$ cat config.mk
export PLATFORM = sky130hd
export DESIGN_NAME = txarb
export DESIGN_NICKNAME = d
export VERILOG_FILES = /design/src/rtl/txarb.sv
export SDC_FILE = /design/constraint.sdc
export NUM_CORES = 1
export LEC_CHECK = 0
export BUFFER_PORTS_ARGS = -buffer_cell sky130_fd_sc_hd__buf_2
export CAP_MARGIN = 20
export CELL_PAD_IN_SITES_DETAIL_PLACEMENT = 1
export CELL_PAD_IN_SITES_GLOBAL_PLACEMENT = 1
export CORE_MARGIN = 5
export CORE_UTILIZATION = 32
export DETAILED_ROUTE_END_ITERATION = 7
export PLACE_DENSITY = 0.83
export SYNTH_ARGS = -nofsm -noshare
export SYNTH_HDL_FRONTEND = slang
export SYNTH_SLANG_ARGS = --single-unit
export TNS_END_PERCENT = 1
$ cat constraint.sdc
create_clock -name sys_clk -period 1.71 [get_ports sys_clk]
set_input_delay 0.342 -clock sys_clk [delete_from_list [all_inputs] [get_ports sys_clk]]
set_output_delay 0.342 -clock sys_clk [all_outputs]
set_load 0.1 [all_outputs]
$ cat src/rtl/txarb.sv
// Frame-granular round-robin arbiter sharing one serial-send byte interface among NREQ requesters.
// Optional idle-grant timeout is built only when TXARB_TIMEOUT_EN is defined.
module txarb #(
   parameter int unsigned NREQ    = 4,
   parameter int unsigned TIMEOUT = 1024
) (
   input  logic                sys_clk,
   input  logic                sys_rst,
   input  logic [NREQ-1:0]     req,
   input  logic [8*NREQ-1:0]   req_data,
   input  logic [NREQ-1:0]     req_data_flag,
   input  logic [NREQ-1:0]     req_last,
   output logic [NREQ-1:0]     gnt,
   output logic [NREQ-1:0]     req_send_finish,
   output logic [7:0]          bus_data,
   output logic                bus_data_flag,
   input  logic                bus_send_finish,
   output logic                busy,
   output logic                tmo
);

   localparam int unsigned IW = (NREQ > 1) ? $clog2(NREQ) : 1;

   typedef enum logic [1:0] {
      S_IDLE,
      S_GRANT,
      S_SEND,
      S_RELEASE
   } state_t;

   state_t          state, state_nxt;
   logic [IW-1:0]   gidx, gidx_nxt;
   logic [IW-1:0]   last_gnt, last_gnt_nxt;
   logic            last_r, last_r_nxt;
   logic [NREQ-1:0] gnt_nxt;
   logic [NREQ-1:0] req_send_finish_nxt;
   logic [7:0]      bus_data_nxt;
   logic            bus_data_flag_nxt;
   logic            busy_nxt;

   logic [7:0]      req_byte [NREQ];
   logic [IW-1:0]   pick_c;
   logic            pick_vld_c;
   logic            expire_c;

   // Unpack the per-requester byte lanes
   always_comb begin
      for (int unsigned i = 0; i < NREQ; i++) begin
         req_byte[i] = req_data[8*i +: 8];
      end
   end

   // Round-robin search from last_gnt+1; descending scan so the nearest offset wins
   always_comb begin
      int unsigned idx;
      pick_c     = '0;
      pick_vld_c = 1'b0;
      idx        = 0;
      for (int unsigned k = NREQ; k >= 1; k--) begin
         idx = (32'(last_gnt) + k) % NREQ;
         if (req[IW'(idx)]) begin
            pick_c     = IW'(idx);
            pick_vld_c = 1'b1;
         end
      end
   end

   always_ff @(posedge sys_clk) begin
      if (sys_rst) begin
         state           <= S_IDLE;
         gidx            <= '0;
         last_gnt        <= IW'(NREQ - 1);
         last_r          <= 1'b0;
         gnt             <= '0;
         req_send_finish <= '0;
         bus_data        <= 8'h00;
         bus_data_flag   <= 1'b0;
         busy            <= 1'b0;
      end else begin
         state           <= state_nxt;
         gidx            <= gidx_nxt;
         last_gnt        <= last_gnt_nxt;
         last_r          <= last_r_nxt;
         gnt             <= gnt_nxt;
         req_send_finish <= req_send_finish_nxt;
         bus_data        <= bus_data_nxt;
         bus_data_flag   <= bus_data_flag_nxt;
         busy            <= busy_nxt;
      end
   end

   always_comb begin
      state_nxt           = state;
      gidx_nxt            = gidx;
      last_gnt_nxt        = last_gnt;
      last_r_nxt          = last_r;
      gnt_nxt             = gnt;
      req_send_finish_nxt = '0;
      bus_data_nxt        = bus_data;
      bus_data_flag_nxt   = 1'b0;

      case (state)
         S_IDLE: begin
            if (pick_vld_c) begin
               gidx_nxt  = pick_c;
               gnt_nxt   = NREQ'(1) << pick_c;
               state_nxt = S_GRANT;
            end
         end
         S_GRANT: begin
            // Only the owner's flag is honoured; finish pulses here are stray
            if (req_data_flag[gidx]) begin
               bus_data_nxt      = req_byte[gidx];
               bus_data_flag_nxt = 1'b1;
               last_r_nxt        = req_last[gidx];
               state_nxt         = S_SEND;
            end else if (expire_c) begin
               gnt_nxt      = '0;
               last_gnt_nxt = gidx;
               state_nxt    = S_RELEASE;
            end
         end
         S_SEND: begin
            if (bus_send_finish) begin
               req_send_finish_nxt = NREQ'(1) << gidx;
               if (last_r) begin
                  gnt_nxt      = '0;
                  last_gnt_nxt = gidx;
                  state_nxt    = S_RELEASE;
               end else begin
                  state_nxt = S_GRANT;
               end
            end
         end
         S_RELEASE: begin
            state_nxt = S_IDLE;
         end
         default: begin
            state_nxt = S_IDLE;
         end
      endcase

      busy_nxt = (state_nxt != S_IDLE);
   end

`ifdef TXARB_TIMEOUT_EN
   localparam int unsigned CW = $clog2(TIMEOUT + 1);

   logic [CW-1:0] idle_cnt;

   assign expire_c = (idle_cnt == CW'(TIMEOUT - 1));

   // Counts silent GRANT cycles; held at zero outside GRANT so every entry starts fresh
   always_ff @(posedge sys_clk) begin
      if (sys_rst) begin
         idle_cnt <= '0;
         tmo      <= 1'b0;
      end else begin
         tmo <= (state == S_GRANT) && !req_data_flag[gidx] && expire_c;
         if (state != S_GRANT) begin
            idle_cnt <= '0;
         end else if (!req_data_flag[gidx]) begin
            idle_cnt <= idle_cnt + CW'(1);
         end
      end
   end
`else
   assign expire_c = 1'b0;
   assign tmo      = 1'b0;
`endif

endmodule
======== Yosys cells after proc, flatten, opt, wreduce, memory -nomap -nowiden ========
Cells that the tools add are included.
storage, ports and cells
  output and inout bits ................... 19
  flip-flop bits (word level) ............. 25
  word-level logic and storage cells ...... 73
  input port bits ......................... 47
cells by class
  shifts and indexed selects .............. 2
  bitwise gates (word level) .............. 4
  equal/unequal tests ..................... 6
  order comparisons ....................... 6
  add/sub/neg operators ................... 4
  reduce and logical (&&, ||, !) cells .... 9
  mux-type cells .......................... 33
operators by type and width
  kind                                                         number
  binary-select mux 8 bit (select 2 bit)                       1
  2-to-1 mux 2 bit                                             8
  2-to-1 mux 8 bit                                             2
  less-than comparator 2 x 3 -> 1 bit (second input constant)  5
  binary-select mux 1 bit (select 2 bit)                       6
  2-to-1 mux 4 bit                                             3
  2-to-1 mux 1 bit                                             11
  one-hot mux 2 bit (4 select lines)                           1
  one-hot mux 4 bit (2 select lines)                           1
  << shifter 1 x 2 -> 4 bit (first input constant)             2
  inequality test 2 bit (second input constant)                3
  adder 2 x 1 -> 2 bit (second input constant)                 2
  adder 2 bit (second input constant)                          2
  == test 2 bit (second input constant)                        2
  AND reduction 2 bit                                          2
  AND reduction 4 bit                                          1
  nonzero test 2 bit                                           2
  greater-or-equal comparator 3 bit (second input constant)    1
  NOT 1 bit                                                    3
  NOT 2 -> 3 bit                                               1
  AND reduction 3 bit                                          1
  OR reduction 3 bit                                           1
  == test 2 x 1 -> 1 bit (second input constant)               1
  logical NOT 2 bit                                            1
  OR reduction 2 bit                                           1

======== Logic depth before layout (Yosys ltp) ========
  depth after elaboration ................. 10
  mapped depth ............................ 6
  gate-level depth less buffers ........... 4

======== Worst setup path before layout ========
No wires, ideal clock.
  path kind ............................... register -> register
  start point ............................. register gidx[0]
  end point ............................... register bus_data[1]
  stages on the path, launching flop included .. 7
  clock period less this slack ............ 1.498 ns
  required time ........................... 1.582 ns
  arrival time ............................ 1.371 ns
  slack ................................... 0.212 ns
  path through ............................ dfxtp_1 buf_6 or3b_1 o22ai_2 buf_6 mux2i_1 nor2_1
on the way
  longest elaborated chain between the ends .. 4
  elaborated cells between the ends (all ways) .. 7
RTL lines
  item                                                  line  source
  from (decl)                                           32    logic [IW-1:0] gidx, gidx_nxt;
  from (signal assigned)                                81    gidx <= gidx_nxt;
  NOT 2 -> 3 bit (not written as such)                  113   bus_data_nxt = req_byte[gidx];
  binary-select mux 8 bit (select 2 bit)                113
  2-to-1 mux 8 bit (not written as such) (2 in series)  113
  to (signal assigned)                                  86    bus_data <= bus_data_nxt;
  to (decl)                                             15    output logic [7:0] bus_data,
Parallel ways exist; a longest one is shown, timed or not. The select of a mux whose other input is x is not followed.
A chain may end at the register's enable or synchronous reset.

======== Worst setup path after layout ========
  start point ............................. register state[1]
  end point ............................... register bus_data[3]
on the way
  longest elaborated chain between the ends .. 2
RTL lines
  item                                  line  source
  from (decl)                           31    state_t state, state_nxt;
  from (signal assigned)                80    state <= state_nxt;
  == test 2 x 1 -> 1 bit                102   case (state)
  AND reduction 2 bit (no source line)  n/a
Every way passes these cells.

==> results_dict.tcl <==
set metrics [dict create \
    vias_per_cell 5.07 \
    endpoint "bus_data[3]$_SDFFE_PP0P_" \
    critical_path_buf_inv_count 1 \
    place_congestion 0.756 \
    cap_violations 0 \
    io_pins 66 \
    r2r-start "state[1]$_SDFF_PP0_" \
    irDropWorstVdd_v 0.000386 \
    cp.required_ns 1.87 \
    post_drt_wl_per_cell_microns 16.4 \
    die_width_microns 72.6 \
    ys_ff_latch 25 \
    status "completed" \
    ys_seq_area_share_pct 39.9 \
    rr_worst_depth 5 \
    synth_edf_count 0 \
    gr-total-overflow 0 \
    numCtsBuffers 3 \
    coreArea_sq_um 3740 \
    rr_endpoint "bus_data[3]$_SDFFE_PP0P_" \
    initialDrtViolationCount 23 \
    clk_latency_ns 0.27 \
    final_cells 230 \
    swShare_pct 39.8 \
    yosysWarnings 0 \
    numPortBuffers 64 \
    tns_ns 0 \
    synth-main-ff-cell "dfxtp_1" \
    hold_viol 0 \
    finalSetupViolCount 0 \
    nFillCells 454 \
    p_int_mw 1.04 \
    startpoint_type "flip-flop" \
    period_needed_ns 1.61 \
    die_h_microns 72.6 \
    regArea_sq_um 502 \
    cts.sinks 25 \
    cts.path.max_buffers 2 \
    grt_max_degree 14 \
    drv_slew 0 \
    grt_pass1_vias 1300 \
    nets 230 \
    cp_slowest_cell "or3b_1" \
    syn_area_sq_um 1250 \
    drcViolationCount 0 \
    antenna_found_initial 0 \
    post-place-cells 226 \
    end_kind "flip-flop" \
    drt-pass1-iter-count 4 \
    async_flop_share_pct 0 \
    worstSetupPathType "reg2reg" \
    ys_types 36 \
    htreeDepth 1 \
    n_antenna_cell 0 \
    rrSetupSlack_ns 0.10 \
    hp-class "in2reg" \
    cp_num_cells 5 \
    tritoncts "yes" \
    min_period_over_period_pct 93.9 \
    clock.fmax_mhz 623 \
    wl_microns 3770 \
    crit_path_cell_trace "or3b_1 -> o22ai_2 -> buf_12 -> mux2i_2 -> nor2_1" \
    rows 22 \
    ant_nets 0 \
    drive_above_1_share_pct 47.3 \
    cp_top_family "simple AND/OR/NAND/NOR gates" \
    syn2layout_area_growth_pct 34.5 \
    netlist_instances 117 \
    fin_util_pct 45.1 \
    clkPwrFrac_pct 19.9 \
    p_leak_nw 0.752 \
    p_sw_mw 0.688 \
    avgSynthCellArea_sq_um 10.7 \
    holdBufCountCts 0 \
    via_count 1167 \
    synth_fp_nets 164 \
    pwr-share-seq_pct 39.0 \
    cts-root-buf "clkbuf_8" \
    multiInputGateArea_sq_um 688 \
    clock_skew_ns 0.00151 \
    power.density_nw_per_um2 1030 \
    grtUsageTotal_pct 15.0 \
    combPwrFrac_pct 41.1 \
    grt_pass1_wl_microns 6080 \
    cp-startpoint "state[1]$_SDFF_PP0_" \
    path_max_fanout 10 \
    clk_pin_slew_ns 0.08 \
    dp.final_hpwl_microns 3100 \
    start_util_pct 33.5 \
    die-area_sq_um 5270 \
    slowest_delay_ns 0.38 \
    arrival_ns 1.76 \
    rsz0062_at_grt "no" \
]
-- repair_timing --
| item | CTS | global route |
|---|---|---|
| setup buffers | 0 | 0 |
| gates resized for setup | 0 | 3 |
| endpoints found under the setup margin | 0 | 3 |
-- cells in the final DEF (no fill, tap or decap), drive strengths merged, types with 2 or more instances in the layout --
cell type and n:
a211o 2, a31oi 2, buf 70, clkbuf 4
dfxtp 25, inv 4, mux2i 13, mux4 9
nand2b 5, nand3b 3, nand4 2, nor2 15
nor3 5, o22ai 2, o2bb2ai 2, or3 2
-- state kept, by name, summed over array words and instances, names as in the netlist --
signal / cells
last_gnt: 2
busy: 1
gidx: 2
bus_data: 8
req_send_finish: 4
state: 2
gnt: 4
bus_data_flag: 1
last_r: 1
-- area by class of cell --
cell class | instances | share of cell area (%)
Clock buffer | 4 | 2.67
Inverter | 4 | 0.890
Multi-Input combinational cell | 79 | 40.8
Sequential cell | 25 | 29.7
Tap cell | 48 | 3.56
Timing Repair Buffer | 70 | 22.4
-- worst min-delay path by stage --
| stage | startpoint | end | slack, ns | cells after the start |
|---|---|---|---|---|
| 2_1_floorplan | sys_rst | state[0]$_SDFF_PP0_ | 0.46 | 1 |
| 3_3_place_gp | gnt[0]$_SDFFE_PP0P_ | gnt[0]$_SDFFE_PP0P_ | 0.45 | 1 |
| 3_5_place_dp | gnt[0]$_SDFFE_PP0P_ | gnt[0]$_SDFFE_PP0P_ | 0.44 | 1 |
| 4_1_cts | sys_rst | bus_data[6]$_SDFFE_PP0P_ | 0.38 | 2 |
| 5_1_grt | sys_rst | state[1]$_SDFF_PP0_ | 0.39 | 2 |
| 6_report | sys_rst | state[1]$_SDFF_PP0_ | 0.38 | 2 |
-- layer usage --
| layer | share of wire (%) | GRT usage (%) | up-vias |
|---|---|---|---|
| met3 | 7.3 | 5.23 | 11 |
| met5 | 0 | 0 | - |
| met4 | 2.9 | 7.38 | 0 |
| li1 | - | - | 559 |
| met2 | 53 | 26.2 | 38 |
| met1 | 37 | 16.1 | 559 |
-- cell families (layout without fill, tap and decap cells) --
family / Yosys count / after routing / share of synthesized area [%]
AO/OA/AOI/OAI: 18 / 18 / 11.4
buffers and inverters: 13 / 78 / 6.18
flip-flops: 25 / 25 / 39.9
multiplexers: 22 / 22 / 26.5
other: 1 / 1 / 0.299
AND/OR/NAND/NOR: 38 / 38 / 15.8
-- synthesized netlist by cell type, types with 2 or more instances --
cell type,number,area share [%]
a31oi_1,2,1.0
nor2_1,15,4.5
a211o_1,2,1.4
inv_1,4,1.2
or3_1,2,1.0
mux2i_1,13,10
nand4_1,2,1.0
nand2b_1,5,2.5
nand3b_1,3,1.8
clkbuf_1,3,0.90
mux4_2,9,16
o2bb2ai_1,2,1.4
buf_6,3,2.7
dfxtp_1,25,40
nor3_1,5,2.0
buf_2,2,0.80
-- power groups by stage --
stage	logic, mW	registers [mW]	clock network, mW
6_report	0.712	0.674	0.345
5_1_grt	0.755	0.684	0.398
4_1_cts	0.711	0.673	0.365
3_5_place_dp	0.709	0.686	0
3_3_place_gp	0.687	0.682	0
2_1_floorplan	0.289	0.948	0
-- per-stage QoR --
stage,cell area [sq um],power (mW),setup slack (ns),hold slack (ns)
after floorplan,1250,1.24,0.212,0.457
after global placement,1630,1.37,0.198,0.453
after detailed placement,1630,1.40,0.0744,0.441
after CTS,1680,1.75,0.0608,0.383
after global routing,1690,1.84,0.0205,0.386
final,1690,1.73,0.105,0.384
(Power assumes the default switching activity.)
